File: config.mk
export PLATFORM = sky130hd
export DESIGN_NAME = fma_dot_sequencer
export DESIGN_NICKNAME = d
export VERILOG_FILES = /design/src/rtl/fma_pkg.sv /design/src/rtl/fma_dot_sequencer.sv
export SDC_FILE = /design/constraint.sdc
export NUM_CORES = 1
export LEC_CHECK = 0
export ABC_CLOCK_PERIOD_IN_PS = 6810
export CAP_MARGIN = 20
export CORE_ASPECT_RATIO = 1.25
export CORE_MARGIN = 8
export CORE_UTILIZATION = 40
export CTS_BUF_LIST = sky130_fd_sc_hd__clkbuf_4 sky130_fd_sc_hd__clkbuf_8
export DETAILED_ROUTE_END_ITERATION = 10
export GPL_TIMING_DRIVEN = 0
export MAX_ROUTING_LAYER = met4
export PLACE_DENSITY = 0.71
export RECOVER_POWER = 25
export SYNTH_ARGS = -nofsm -noshare
export SYNTH_HDL_FRONTEND = slang
export SYNTH_SLANG_ARGS = --single-unit
File: constraint.sdc
create_clock -name clk_in -period 6.81 [get_ports clk_in]
set_clock_uncertainty 0.2 [all_clocks]
set_input_delay 1.362 -clock clk_in [delete_from_list [all_inputs] [get_ports clk_in]]
set_output_delay 1.362 -clock clk_in [all_outputs]
set_load 0.02 [all_outputs]
File: src/rtl/fma_pkg.sv
// Shared types and defaults for the fixed-point FMA lane and its upstream sequencer.
package fma_pkg;

  localparam int WIDTH_DEF       = 16;
  localparam int FIXED_POINT_DEF = 10;

  typedef enum logic [1:0] {
    IDLE   = 2'd0,
    ACCUM  = 2'd1,
    WAIT   = 2'd2,
    RESULT = 2'd3
  } seq_state_t;

  // FMA operand bus order is {a, b, c}, a in the most significant slice.
  function automatic logic [3*WIDTH_DEF-1:0] pack_abc(
    input logic [WIDTH_DEF-1:0] a,
    input logic [WIDTH_DEF-1:0] b,
    input logic [WIDTH_DEF-1:0] c
  );
    return {a, b, c};
  endfunction

endpackage

File: src/rtl/fma_dot_sequencer.sv
// Turns a dot-product job (bias, N, N a/b pairs) into the FMA control stream and
// holds the final accumulator value on a ready/valid result port.
//
// state  | meaning
// IDLE   | ready for a job descriptor
// ACCUM  | issuing a/b pairs to the FMA, one per accepted handshake
// WAIT   | last pair issued, waiting for the FMA result
// RESULT | result held until downstream accepts it
module fma_dot_sequencer
  import fma_pkg::*;
#(
  parameter int WIDTH       = WIDTH_DEF,
  parameter int FIXED_POINT = FIXED_POINT_DEF,
  parameter int LEN_WIDTH   = 8
) (
  input  logic                 clk_in,
  input  logic                 rst_in,
  input  logic                 job_valid_in,
  output logic                 job_ready_out,
  input  logic [LEN_WIDTH-1:0] job_len_in,
  input  logic [WIDTH-1:0]     job_bias_in,
  input  logic                 ab_valid_in,
  output logic                 ab_ready_out,
  input  logic [2*WIDTH-1:0]   ab_in,
  output logic [3*WIDTH-1:0]   fma_abc_out,
  output logic                 fma_valid_out,
  output logic                 fma_c_valid_out,
  output logic                 fma_out_can_be_valid_out,
  input  logic [WIDTH-1:0]     fma_result_in,
  input  logic                 fma_result_valid_in,
  output logic [WIDTH-1:0]     result_out,
  output logic                 result_valid_out,
  input  logic                 result_ready_in,
  output logic                 busy_out,
  output logic                 protocol_err_out
);

  if (FIXED_POINT > WIDTH) begin : g_bad_fixed_point
    $error("FIXED_POINT must not exceed WIDTH");
  end

  seq_state_t           state;
  logic [LEN_WIDTH-1:0] remaining;
  logic [WIDTH-1:0]     bias;
  logic                 first;

  always_ff @(posedge clk_in or posedge rst_in) begin
    if (rst_in) begin
      state                    <= IDLE;
      remaining                <= '0;
      bias                     <= '0;
      first                    <= 1'b0;
      job_ready_out            <= 1'b0;
      ab_ready_out             <= 1'b0;
      fma_abc_out              <= '0;
      fma_valid_out            <= 1'b0;
      fma_c_valid_out          <= 1'b0;
      fma_out_can_be_valid_out <= 1'b0;
      result_out               <= '0;
      result_valid_out         <= 1'b0;
      busy_out                 <= 1'b0;
      protocol_err_out         <= 1'b0;
    end else begin
      // Issue slot is a one-cycle pulse; the bus returns to zero between issues.
      fma_valid_out            <= 1'b0;
      fma_abc_out              <= '0;
      fma_c_valid_out          <= 1'b0;
      fma_out_can_be_valid_out <= 1'b0;

      if (fma_result_valid_in && state != WAIT) begin
        protocol_err_out <= 1'b1;
      end

      case (state)
        IDLE: begin
          job_ready_out <= 1'b1;
          if (job_valid_in && job_ready_out) begin
            remaining     <= job_len_in;
            bias          <= job_bias_in;
            first         <= 1'b1;
            job_ready_out <= 1'b0;
            busy_out      <= 1'b1;
            if (job_len_in == '0) begin
              result_out       <= job_bias_in;
              result_valid_out <= 1'b1;
              state            <= RESULT;
            end else begin
              ab_ready_out <= 1'b1;
              state        <= ACCUM;
            end
          end
        end

        ACCUM: begin
          if (ab_valid_in && ab_ready_out) begin
            fma_valid_out            <= 1'b1;
            fma_abc_out              <= pack_abc(ab_in[2*WIDTH-1:WIDTH], ab_in[WIDTH-1:0],
                                                 first ? bias : '0);
            fma_c_valid_out          <= first;
            fma_out_can_be_valid_out <= (remaining == LEN_WIDTH'(1));
            first                    <= 1'b0;
            remaining                <= remaining - LEN_WIDTH'(1);
            if (remaining == LEN_WIDTH'(1)) begin
              ab_ready_out <= 1'b0;
              state        <= WAIT;
            end
          end
        end

        WAIT: begin
          if (fma_result_valid_in) begin
            result_out       <= fma_result_in;
            result_valid_out <= 1'b1;
            state            <= RESULT;
          end
        end

        RESULT: begin
          if (result_ready_in) begin
            result_valid_out <= 1'b0;
            busy_out         <= 1'b0;
            job_ready_out    <= 1'b1;
            state            <= IDLE;
          end
        end

        default: state <= IDLE;
      endcase
    end
  end

endmodule

# Yosys cells after proc, flatten, opt, wreduce, memory -nomap -nowiden
# Cells that the tools add are included.
[op_classes] muxes=40 addsub=1 n_eq_ne=12 n_reduce_logical=17
[ops] cell="$mux W48" n=2
[ops] cell="$mux W16" n=4
[ops] cell="$pmux W16 S2" n=1
[ops] cell="$mux W1" n=18
[ops] cell="$mux W8" n=2
[ops] cell="$ne A2 B2 Y1 const B" n=8
[ops] cell="$pmux W8 S2" n=1
[ops] cell="$reduce_and A5 Y1" n=3
[ops] cell="$mux W2" n=6
[ops] cell="$eq A8 B1 Y1 const B" n=1
[ops] cell="$logic_not A8 Y1" n=1
[ops] cell="$pmux W1 S2" n=4
[ops] cell="$pmux W2 S4" n=1
[ops] cell="$sub A8 B1 Y8 const B" n=1
[ops] cell="$reduce_and A3 Y1" n=2
[ops] cell="$reduce_bool A2 Y1" n=3
[ops] cell="$eq A2 B2 Y1 const B" n=2
[ops] cell="$reduce_and A2 Y1" n=2
[ops] cell="$reduce_and A4 Y1" n=1
[ops] cell="$logic_and A1 B1 Y1" n=3
[ops] cell="$pmux W1 S3" n=1
[ops] cell="$reduce_bool A3 Y1" n=1
[ops] cell="$eq A2 B1 Y1 const B" n=1
[ops] cell="$logic_not A2 Y1" n=1
[word_totals] ff_bits=99 inputBits=78 out_inout_bits=72

# Longest topological paths before layout
[depth] ltp_word=4 ltp_mapped=8

# Least setup slack after synthesis
# No wires, ideal clock.
[synth_path] kind="input-to-reg" startpoint="input job_len_in[2]" endpoint="register result_out[0]" t_required_ns=6.485 arrival_time_ns=2.757 path_stages=5 setup_ns=0.125 slack_ns=3.728 cell_sequence="nor4_2 > nand4_1 > a221oi_4 > buf_12 > mux2_4"
[synth_via] elab_chain_cells=3
[synth_lines] item="start, declared" line="fma_dot_sequencer.sv:20" source="input logic [LEN_WIDTH-1:0] job_len_in,"
[synth_lines] item="$logic_not A8 Y1" line="fma_dot_sequencer.sv:83" source="if (job_len_in == '0) begin"
[synth_lines] item="$ne A2 B2 Y1 (no line)"
[synth_lines] item="$reduce_and A4 Y1 (no line)"
[synth_lines] item="end signal, assigned" line="fma_dot_sequencer.sv:84" source="result_out <= job_bias_in;"
[synth_lines] item="end signal, assigned" line="fma_dot_sequencer.sv:112" source="result_out <= fma_result_in;"
[synth_lines] item="end, declared" line="fma_dot_sequencer.sv:31" source="output logic [WIDTH-1:0] result_out,"
# Every way passes these cells.
# A chain may end at the register's enable or synchronous reset.

# Worst setup path in the final report
[layout_path] startpoint="input job_len_in[1]" endpoint="register result_out[1]"
# Same word-level chain as after synthesis.

==> results.md <==
- The number of sinks handled by clock tree synthesis is 99.
- Setup repair after global routing left no endpoint under its margin.
- The via count of the first global-routing pass is about 3200.
- At the worst endpoint, the arrival time is around 3.5 ns.
- In this run the number of cells on the critical path is 6.
- Cells with a size suffix above 1 make up 15.30% of the layout.
- The final-stage net count is about 560.
- The maximum number of pins on one net before global-route repair is between 70 and 80.
- The wire length of the first global-routing pass is ~17000 um.
- The post-synthesis cell count is a little over 300.
- The final HPWL from detailed placement is between 8000 and 9000 um.
- After clock tree synthesis, the clock-pin slew on the worst setup and hold paths is roughly 0.1 ns.
- The total negative slack is 0 ns.
- For this run, the top clock speed supported by timing is approximately 0.29 GHz.
- The netlist uses just over 40 different library cells.
- The maximum cell stage delay along the critical path is 0.53 ns.
- The total congestion overflow is 0.
- Summing internal, switching and leakage power gives roughly 1.1 mW.
- At the pin with the least slew margin, the transition time is between 1 and 1.5 ns.
- The cell family contributing the most delay on the critical path is buffers and inverters.
- The core box area is about 10000 um2.
- The sum of buffers and inverters on the critical path is 2.
- The start point of the worst hold path is protocol_err_out.
- The final critical path time including I/O delays and setup is 3.483 ns.
- The type of the most critical hold path is reg2reg.
- The number of I/O port buffers is between 100 and 150.
- The final hold violation count is 0.
- The relative max-transition margin is 10.81%.
- Each instance of the synthesized netlist takes up on average roughly 13 um2.
- The post-route cell area is between 5000 and 6000 um2.
- The worst-case IR drop observed on VDD is roughly 0.14 mV.
- The flow ran to the end, and the final reports show no timing, DRC or antenna violations.
- STA classifies the critical path endpoint as a register.
- The final count of pins violating max slew is 0.
- Using the TritonRoute via totals, the vias-per-cell ratio works out to between 4 and 5.
- The vertical die dimension is about 130 um.
- The highest-delay cell along the critical path is a221oi_4.
- Compared with the post-synthesis result, the final layout area differs by 45.91%.
- The x dimension of the die is approximately 110 um.
- The post-route antenna net violation count is 0.
- Along the worst hold path, the cell count comes to 1.
- The master cell of the clock root buffer is clkbuf_8.
- The latest clock arrival within the worst-skew pair is between 0.3 and 0.4 ns.
- The mean routed wirelength per cell is approximately 18 um.
- Along the worst path, the maximum fanout reaches 10.
- The die covers between 10000 and 15000 um2.
- TritonCTS built the clock tree.
- The depth of the most critical reg-to-reg path is 6.
- The worst path required time is between 6 and 7 ns.
- The number of antenna violations at the first check in global routing is 0.
- The longest clock path from root to sink contains 2 buffers.
- The first routing iteration left roughly 150 violations.
- The synthesized netlist occupies a cell area of 4085 um2.
- The startpoint of the most critical register-to-register path is state[0].
- By startpoint and endpoint, the worst setup path is classified as in2reg.
- The weighted congestion reported at the end of routability-driven placement is between 0.8 and 0.9.
- The startpoint type of the worst setup path is a primary input.
- The number of setup buffers added after CTS is 0.
- Counting every net in the synthesized netlist gives approximately 400.
- The floorplan row count is 41.
- The number of optimization iterations in the first detailed-route pass is 6.
- The critical path goes through clkdlybuf4s50_1 -> nor4_2 -> nand4_1 -> a221oi_4 -> buf_12 -> mux2_4.
- The number of hold buffers added after CTS was 0.
- In this run the number of H-tree levels came out at 3.
- The number of buffers created by CTS is 9.
- The number of warnings reported in the yosys synthesis log is 0.
- The initial utilization of the core area, before any placement, comes to 40.84%.
- The standby leakage power is approximately 2.7 nW.
- The final route contains approximately 3000 vias.
- Once placement finished, the instance area stood at a little under 6000 um2.
- The number of max-cap violations is 0.
- For this run, design rule violations remaining after detail routing come to 0.
- The number of resized instances in the post-cts repair step is 0.
- Global routing consumed, over all layers together, ~16% of the routing resources.
- The origin of the worst setup path is job_len_in[1].
- The number of antenna repair diodes is 0.
- Leaving out fill and tap cells, the most frequent cells in the layout are clkdlybuf4s50_1, dfrtp_1, mux2_2, and2_1, and3_1.
- In this run the count of I/O pins placed on the die edge is 150.
- Prior to clock tree synthesis, the placed netlist has a worst setup slack of approximately 3.0 ns.
- For this run, the share of the core covered by cells in the final layout is 59.59%.
- In this run the power density over the cells is between 150 and 200 nW/um2.
- The routed design has approximately 11000 um of wire.
- Counting flops and latches in the post-synthesis netlist gives ~100.
- In the post-route analysis, the smallest setup slack over all paths is ~3.3 ns.
- The portion of the post-synthesis area used by sequential elements is 60.64%.
- The final critical-path share of the clock period is 51.14%.
- Setup violations remaining at the end of the flow were counted as 0.
- The library cell used most frequently in the layout, excluding fill and tap cells, is clkdlybuf4s50_1.
==> cells by family after synthesis <==
logic type               Yosys count  synth area share [%]
AND/OR/NAND/NOR                   88                 12.96
adder cells (fa/ha/maj)            6                 1.838
AO/OA/AOI/OAI                     40                 6.708
buffers and inverters             27                 2.910
multiplexers                      51                 14.95
flip-flops                        99                 60.64
==> through the flow <==
step | instances | hold slack [ns]
finish | 606 | 0.2614
global route | 606 | 0.2798
CTS | 606 | 0.2692
detailed placement | 590 | 0.2440
global placement | 589 | 0.2418
floorplan | 311 | 0.2706
==> path summary, 6_finish.rpt <==
path	slack, ns	endpoint
max	3.33	result_out[1]
min	0.26	protocol_err_out
max reg2reg	4.16	result_out[1]
min reg2reg	0.26	protocol_err_out
max in group asynchronous	3.99	fma_abc_out[6]
min in group asynchronous	1.53	fma_abc_out[32]
==> cells in the mapped netlist <==
cell,count,area (um2)
and2_1,33,206.5
a21oi_1,11,55.05
nor3_1,3,15.01
nand2b_1,3,18.77
nor2b_1,2,12.51
nand3_1,4,20.02
nand4_1,1,6.260
nor4_2,1,12.51
buf_2,1,5.000
clkbuf_1,13,48.80
nand2_1,10,37.54
a41o_1,1,10.01
o21ai_0,12,60.06
o21a_1,1,7.510
nor3b_1,1,7.510
nor4_4,1,21.27
a222oi_1,1,10.01
o2bb2ai_1,1,8.760
o211ai_1,2,15.01
inv_1,12,45.04
or3_1,1,6.260
dfrtp_1,99,2477
o32ai_1,1,8.760
nor4b_1,1,8.760
mux2_2,40,450.4
o31ai_1,2,15.01
or4_1,1,7.510
a21o_1,1,7.510
mux2_4,10,150.1
buf_12,1,20.02
a31oi_1,1,6.260
mux2i_1,1,10.01
o22a_1,1,8.760
ha_1,6,75.07
and3_2,1,7.510
a2bb2oi_1,1,8.760
a32oi_1,2,17.52
and3_1,19,118.9
a22o_1,1,8.760
nor2_1,6,22.52
a221oi_4,1,26.28
==> metal layers <==
metal	vias up	track usage (%)	share of wire (%)
li1	1399	-	-
met5	-	-	0
met1	1426	17.83	41
met2	79	28.21	53
met4	0	5.643	1.2
met3	9	4.102	4.9
==> power breakdown <==
| group | switching, mW | internal [mW] | leakage, nW | total [mW] |
|---|---|---|---|---|
| logic | 0.0333 | 0.0582 | 1.31 | 0.0915 |
| registers | 0.00311 | 0.592 | 1.32 | 0.596 |
| clock network | 0.211 | 0.157 | 0.0941 | 0.368 |
==> worst reg2reg max path: stages, from the launching register on <==
cell,delay [ns]
dfrtp_1,0.41
inv_1,0.11
ha_1,0.17
clkbuf_1,0.49
clkbuf_1,0.50
mux2_2,0.40
mux2_4,0.26
==> state kept, by name, summed over array words and instances (netlist names) <==
| name | count |
|---|---|
| protocol_err_out | 1 |
| result_valid_out | 1 |
| result_out | 16 |
| fma_out_can_be_valid_out | 1 |
| state | 2 |
| remaining | 8 |
| job_ready_out | 1 |
| first | 1 |
| fma_valid_out | 1 |
| bias | 16 |
| fma_abc_out | 48 |
| busy_out | 1 |
| ab_ready_out | 1 |
| fma_c_valid_out | 1 |
==> layout make-up <==
type | count | area [um2]
sequential | 99 | 2477
inverter | 12 | 46.29
multi-input combinational | 185 | 1489
buffer | 15 | 72.57
clock buffer | 11 | 151.4
timing repair buffer | 150 | 1519
tap | 129 | 161.4
fill | 855 | 4043
clock inverter | 5 | 43.79
(Power assumes the default switching activity.)
